==> src/rtl/if_id_queue.sv <==
// Fetch-to-decode instruction queue: DEPTH-entry FIFO of {pc, instr} with
// valid/ready on both sides and a one-cycle flush for branch redirects.
module if_id_queue #(
   parameter int DEPTH = 4,
   parameter int WIDTH = 16
) (
   input  logic                     clk,
   input  logic                     rst,
   input  logic                     if_valid,
   input  logic [WIDTH-1:0]         if_instr,
   input  logic [WIDTH-1:0]         if_pc,
   output logic                     if_ready,
   input  logic                     flush,
   output logic                     id_valid,
   output logic [WIDTH-1:0]         id_instr,
   output logic [WIDTH-1:0]         id_pc,
   input  logic                     id_ready,
   output logic [$clog2(DEPTH):0]   count
);

   localparam int AW = $clog2(DEPTH);
   localparam logic [AW:0] FULL_COUNT = (AW+1)'(DEPTH);

   logic [WIDTH-1:0] pc_mem    [DEPTH];
   logic [WIDTH-1:0] instr_mem [DEPTH];
   logic [AW-1:0]    wr_ptr;
   logic [AW-1:0]    rd_ptr;
   logic             push;
   logic             pop;

   // Ready depends on occupancy only, so a full queue never passes a push through.
   assign if_ready = (count != FULL_COUNT);
   assign id_valid = (count != '0);
   assign push     = if_valid & if_ready & ~flush;
   assign pop      = id_valid & id_ready & ~flush;

   assign id_pc    = id_valid ? pc_mem[rd_ptr]    : '0;
   assign id_instr = id_valid ? instr_mem[rd_ptr] : '0;

   // Storage carries no reset; stale contents are masked by count.
   always_ff @(posedge clk) begin
      if (push) begin
         pc_mem[wr_ptr]    <= if_pc;
         instr_mem[wr_ptr] <= if_instr;
      end
   end

   always_ff @(posedge clk or posedge rst) begin
      if (rst) begin
         wr_ptr <= '0;
         rd_ptr <= '0;
         count  <= '0;
      end else if (flush) begin
         wr_ptr <= '0;
         rd_ptr <= '0;
         count  <= '0;
      end else begin
         if (push) wr_ptr <= wr_ptr + 1'b1;
         if (pop)  rd_ptr <= rd_ptr + 1'b1;
         case ({push, pop})
            2'b10:   count <= count + 1'b1;
            2'b01:   count <= count - 1'b1;
            default: count <= count;
         endcase
      end
   end

endmodule

==> config.mk <==
export PLATFORM = sky130hd
export DESIGN_NAME = if_id_queue
export DESIGN_NICKNAME = d
export VERILOG_FILES = /design/src/rtl/if_id_queue.sv
export SDC_FILE = /design/constraint.sdc
export NUM_CORES = 1
export LEC_CHECK = 0
export ABC_AREA = 1
export ABC_CLOCK_PERIOD_IN_PS = 2860
export CAP_MARGIN = 0
export CORE_UTILIZATION = 49
export DETAILED_ROUTE_END_ITERATION = 7
export PLACE_DENSITY = 0.83
export SLEW_MARGIN = 20
export SYNTH_ARGS = -nofsm -noshare
export SYNTH_HDL_FRONTEND = slang
export SYNTH_SLANG_ARGS = --single-unit
==> constraint.sdc <==
create_clock -name clk -period 2.86 [get_ports clk]
set_clock_uncertainty 0.2 [all_clocks]
set_input_delay 0.286 -clock clk [delete_from_list [all_inputs] [get_ports clk]]
set_output_delay 0.286 -clock clk [all_outputs]
set_load 0.05 [all_outputs]
Yosys cells after proc, flatten, opt, wreduce, memory -nomap -nowiden:

Memory sizes are Yosys's and may differ from the RTL's.
Cells that the tools add are included.
W data, S select, Z words.

* output and inout bits: 37
* memory bits (writable): 128
* memory bits (read-only): 0
* bits in latches: 0
* input bits: 37
* memories: 2
* word-level logic and storage cells: 31
* flip-flop bits (word level): 7

Memory list
* instr_mem: depth 4, width 16, read ports 1, clocked after memory_dff 0, wr ports 1, RTL line 25 `logic [WIDTH-1:0] instr_mem [DEPTH];`
* pc_mem: depth 4, width 16, read ports 1, clocked after memory_dff 0, wr ports 1, RTL line 24 `logic [WIDTH-1:0] pc_mem [DEPTH];`

* shift operators: 0
* multiplexer cells: 10
* add/subtract/negate cells: 4
* reductions and logical operators: 4
* multipliers: 0
* bitwise logic cells: 5
* magnitude comparators: 0
* divide/modulo/power cells: 0
* eq/ne operators: 3

Operator list (count)
* $mux W16: 2
* $mux W2: 4
* $pmux W3 S2: 1
* $reduce_bool A3 Y1: 2
* $add A2 B1 Y2 const B: 2
* $and A1 B1 Y1: 4
* $reduce_bool A2 Y1: 2
* $add A3 B1 Y3 const B: 1
* $mux W3: 1
* $ne A3 B3 Y1 const B: 1
* $sub A3 B1 Y3 const B: 1
* $eq A2 B1 Y1 const B: 1
* $eq A2 B2 Y1 const B: 1
* $mux W1: 2
* $not A1 Y1: 1

Longest topological paths before layout:

* depth after elaboration: 6
* gate-level depth with buffers: 12
* gate-level depth less buffers: 12

Worst setup path after synthesis:

OpenSTA, ideal clock, no wires.

* path type: reg2reg
* start: reg count[0]
* end: mem instr_mem[0][0] (enable)
* setup time: 421 ps
* setup slack: -556 ps
* cell stages (with the launch flop): 7
* clock period less this slack: 3416 ps
* required time: 2239 ps
* path buffers: 0
* arrival time: 2795 ps
* cell sequence: dfrtp_1 -> nor2_4 -> nand2_2 -> nand2_4 -> nor2_1 -> inv_1 -> nor2_1

* longest elaborated chain between the ends: 5

RTL lines
* start: declaration: RTL line 18 `output logic [$clog2(DEPTH):0] count`
* start signal: assignment: RTL line 61 `2'b10: count <= count + 1'b1;`
* start signal: assignment: RTL line 62 `2'b01: count <= count - 1'b1;`
* start signal: assignment: RTL line 63 `default: count <= count;`
* $ne A3 B3 Y1: RTL line 32 `assign if_ready = (count != FULL_COUNT);`
* net if_ready: RTL line 12 `output logic if_ready,`
* $and A1 B1 Y1 (2 in a row): RTL line 34 `assign push = if_valid & if_ready & ~flush;`
* $mux W1: RTL line 42 `if (push) begin`
* $mux W1 (implied by the code): RTL line 44 `instr_mem[wr_ptr] <= if_instr;`
* end: declaration: RTL line 25

The timed path passes the listed nets, and every way through them passes these cells.

Final worst setup path:

* start: reg rd_ptr[0]
* end: out id_instr[0]

* longest elaborated chain between the ends: 2

RTL lines
* start: declaration: RTL line 27 `logic [AW-1:0] rd_ptr;`
* start signal: assignment: RTL line 59 `if (pop) rd_ptr <= rd_ptr + 1'b1;`
* $mem_v2 Z4 W16
* $mux W16: RTL line 38 `assign id_instr = id_valid ? instr_mem[rd_ptr] : '0;`
* end: declaration: RTL line 15 `output logic [WIDTH-1:0] id_instr,`

Every way passes these cells.

==> metrics.cfg <==
[outcome]
status = finished clean

[pwr]
p_switching_mw = 3.191
p_comb_share_pct = 45.0
ir_drop_v = 0.0006557
p_int_mw = 5.007
p_per_area_mw_per_mm2 = 1124
leakage_nw = 2.600
power.share.sequential_pct = 29.0
p_sw_share_pct = 38.92
clkPwrFrac_pct = 25.9

[global_route]
grt_start_max_net_pins = 66
first_global_vias = 3834
grt_pass1_wl_um = 18900
grt.total_usage_pct = 22.25
antenna_found_initial = 0
grt-ovfl-total = 0

[critical_path]
critical-path-max-stage-delay_ps = 410
cp_top_family = buffers and inverters
slowest_stage = buf_6
cp_data_required_time_ps = 2370
cp_common_cell = nor2_1
setup.worst_path.start_class = flip-flop
path_cells = buf_6, nor2_1, nor2_1, o21ai_1, a21oi_1, buf_12
critical_path.max_fanout = 65
arrival_ps = 2220
crit_path_end_kind = primary output
critical_path_buf_inv_count = 2
crit_type = flip-flop to primary output

[routing]
via_per_inst = 5.472
routedWlPerCell_um = 17.63
first_iter_violations = 298
drc_errors = 0
first_pass_iters = 5
drtAntennaViolNets = 0
routed-via-count = 3710
wl_um = 11950

[logic_synthesis]
synth_edf_count = 128
ys_seq_area_share_pct = 73.22
postSynthAreaPerCell_um2 = 12.39
synth_cells = 443
synth-seq-cells = 135
synth_cell_type_count = 25
synthesis.nets = 485
netlist_area_mm2 = 0.005489
async_flop_share_pct = 5.185
synth_top_flop_cell = edfxtp_1
yosys_warnings = 0

[final_layout]
layout_commonest_cell = nor2_1
drive_gt1_share_pct = 18.59
final_cell_mix = nor2_1, edfxtp_1, o21ai_1, clkdlybuf4s50_1, a21oi_1
fin_nets = 567
area_growth_pct = 32.82
multi_input_area_mm2 = 0.001292
final_cell_area_mm2 = 0.007291
seqCellArea_mm2 = 0.004021
nFillCells = 713
utilization_pct = 66.96
diodes = 0

[timing]
worst_pin_slew_ps = 681.7
period_needed_ps = 2710
hold_viol = 0
rsz0062_at_grt = no
period_share_pct = 94.75
fmax_mhz = 369.0
finalSetupViolCount = 0
relSlewSlack_pct = 54.49
drv_slew = 0

[cts]
cts_tree = done
h-tree-depth = 4
clkSinkCount = 135
cts_buffer_depth = 2
cts.clk_slew.worst_paths_ps = 60
cts_made_buffers = 17
root_buffer = clkbuf_8
clk_latency_ps = 520

[floorplanning]
core_area_mm2 = 0.01089
start_util_pct = 50.41
floorplan.die_area_mm2 = 0.01163
row_count = 38
die_h_um = 107.8
io_pins = 74
chipWidth_um = 107.8

[place]
port_buffers = 73
gp_congestion = 0.7465
dp_hpwl_um = 7060
place_area_mm2 = 0.006693

[job]
maxCapViolations = 0

[hold_path]
hold_class = input port to flip-flop

==> flip-flops by register name (all words and copies together), names as in the netlist <==
signal,cells
wr_ptr,2
pc_mem,64
instr_mem,64
rd_ptr,2
count,3
==> cell families after synthesis <==
group                    synth area share, %
adder cells (fa/ha/maj)                1.277
AO/OA/AOI/OAI                          9.733
XOR/XNOR                              0.1596
flip-flops                             73.22
buffers and inverters                  3.784
AND/OR/NAND/NOR                        11.83
==> area by class of cell <==
cell class | count | share of cell area (%)
clock inverters | 15 | 2.265
clock buffers | 17 | 5.680
multi-input cells | 269 | 17.73
well taps | 140 | 2.403
flip-flops and latches | 135 | 55.16
repair buffers | 87 | 15.94
inverters | 15 | 0.8238
==> Yosys cell counts (2+ instances only) <==
master | number | area (um2)
o21ai_0 | 15 | 75.07
a21oi_1 | 34 | 170.2
inv_1 | 10 | 37.54
ha_1 | 4 | 50.05
nor2_4 | 2 | 22.52
dfrtp_1 | 7 | 175.2
nand2_4 | 3 | 33.78
buf_2 | 12 | 60.06
o21ai_1 | 52 | 260.3
inv_2 | 5 | 18.77
nor2_1 | 133 | 499.2
nand2_1 | 16 | 60.06
clkbuf_2 | 4 | 20.02
nand2_2 | 3 | 18.77
buf_6 | 5 | 56.30
edfxtp_1 | 128 | 3844
clkbuf_1 | 2 | 7.510
==> power by group through the flow <==
stage | sequential, mW | clock (mW) | combinational [mW]
2_1_floorplan | 2.45 | 0 | 2.00
3_3_place_gp | 2.41 | 0 | 3.63
3_5_place_dp | 2.41 | 0 | 3.68
4_1_cts | 2.38 | 2.15 | 3.72
5_1_grt | 2.39 | 2.23 | 3.87
6_report | 2.38 | 2.13 | 3.69
==> path summary, 6_finish.rpt <==
kind                            from           end  slack [ps]  depth (start not counted)
hold reg to reg             count[2]      count[2]         430                          2
hold / removal              if_pc[8]  pc_mem[1][8]         190                          1
min in group asynchronous        rst     wr_ptr[0]         350                          3
max in group asynchronous        rst     rd_ptr[1]        1860                          3
setup / recovery           rd_ptr[0]   id_instr[0]         150                          6
setup reg to reg            count[1]      count[2]         730                         11
==> per-layer routing <==
| metal | GRT usage [%] | share of wire (%) | up-vias |
|---|---|---|---|
| met5 | 0 | 0 | - |
| met4 | 9.589 | 1.7 | 0 |
| met3 | 5.811 | 7.1 | 25 |
| met2 | 37.59 | 52 | 166 |
| met1 | 26.91 | 39 | 1804 |
| li1 | - | - | 1715 |
==> per-stage QoR <==
step	setup slack (ps)	TNS [ps]	power [mW]	hold slack (ps)	instances
final	150.2	0	8.198	190.5	678
after global routing	8.908	0	8.492	179.7	678
after CTS	23.21	0	8.248	176.3	678
after detailed placement	498.8	0	6.096	354.5	645
after global placement	573.0	0	6.035	341.2	645
after floorplan	-56.52	-7234	4.456	-110.6	443
==> what timing repair did <==
item,CTS,global route
hold buffers,1,0
hold endpoints to repair,7,0
buffers inserted,0,0
endpoints found under the setup margin,2,11
resized for setup,2,2
pin swaps,0,0
No activity file was read; power rests on OpenSTA's default activity.
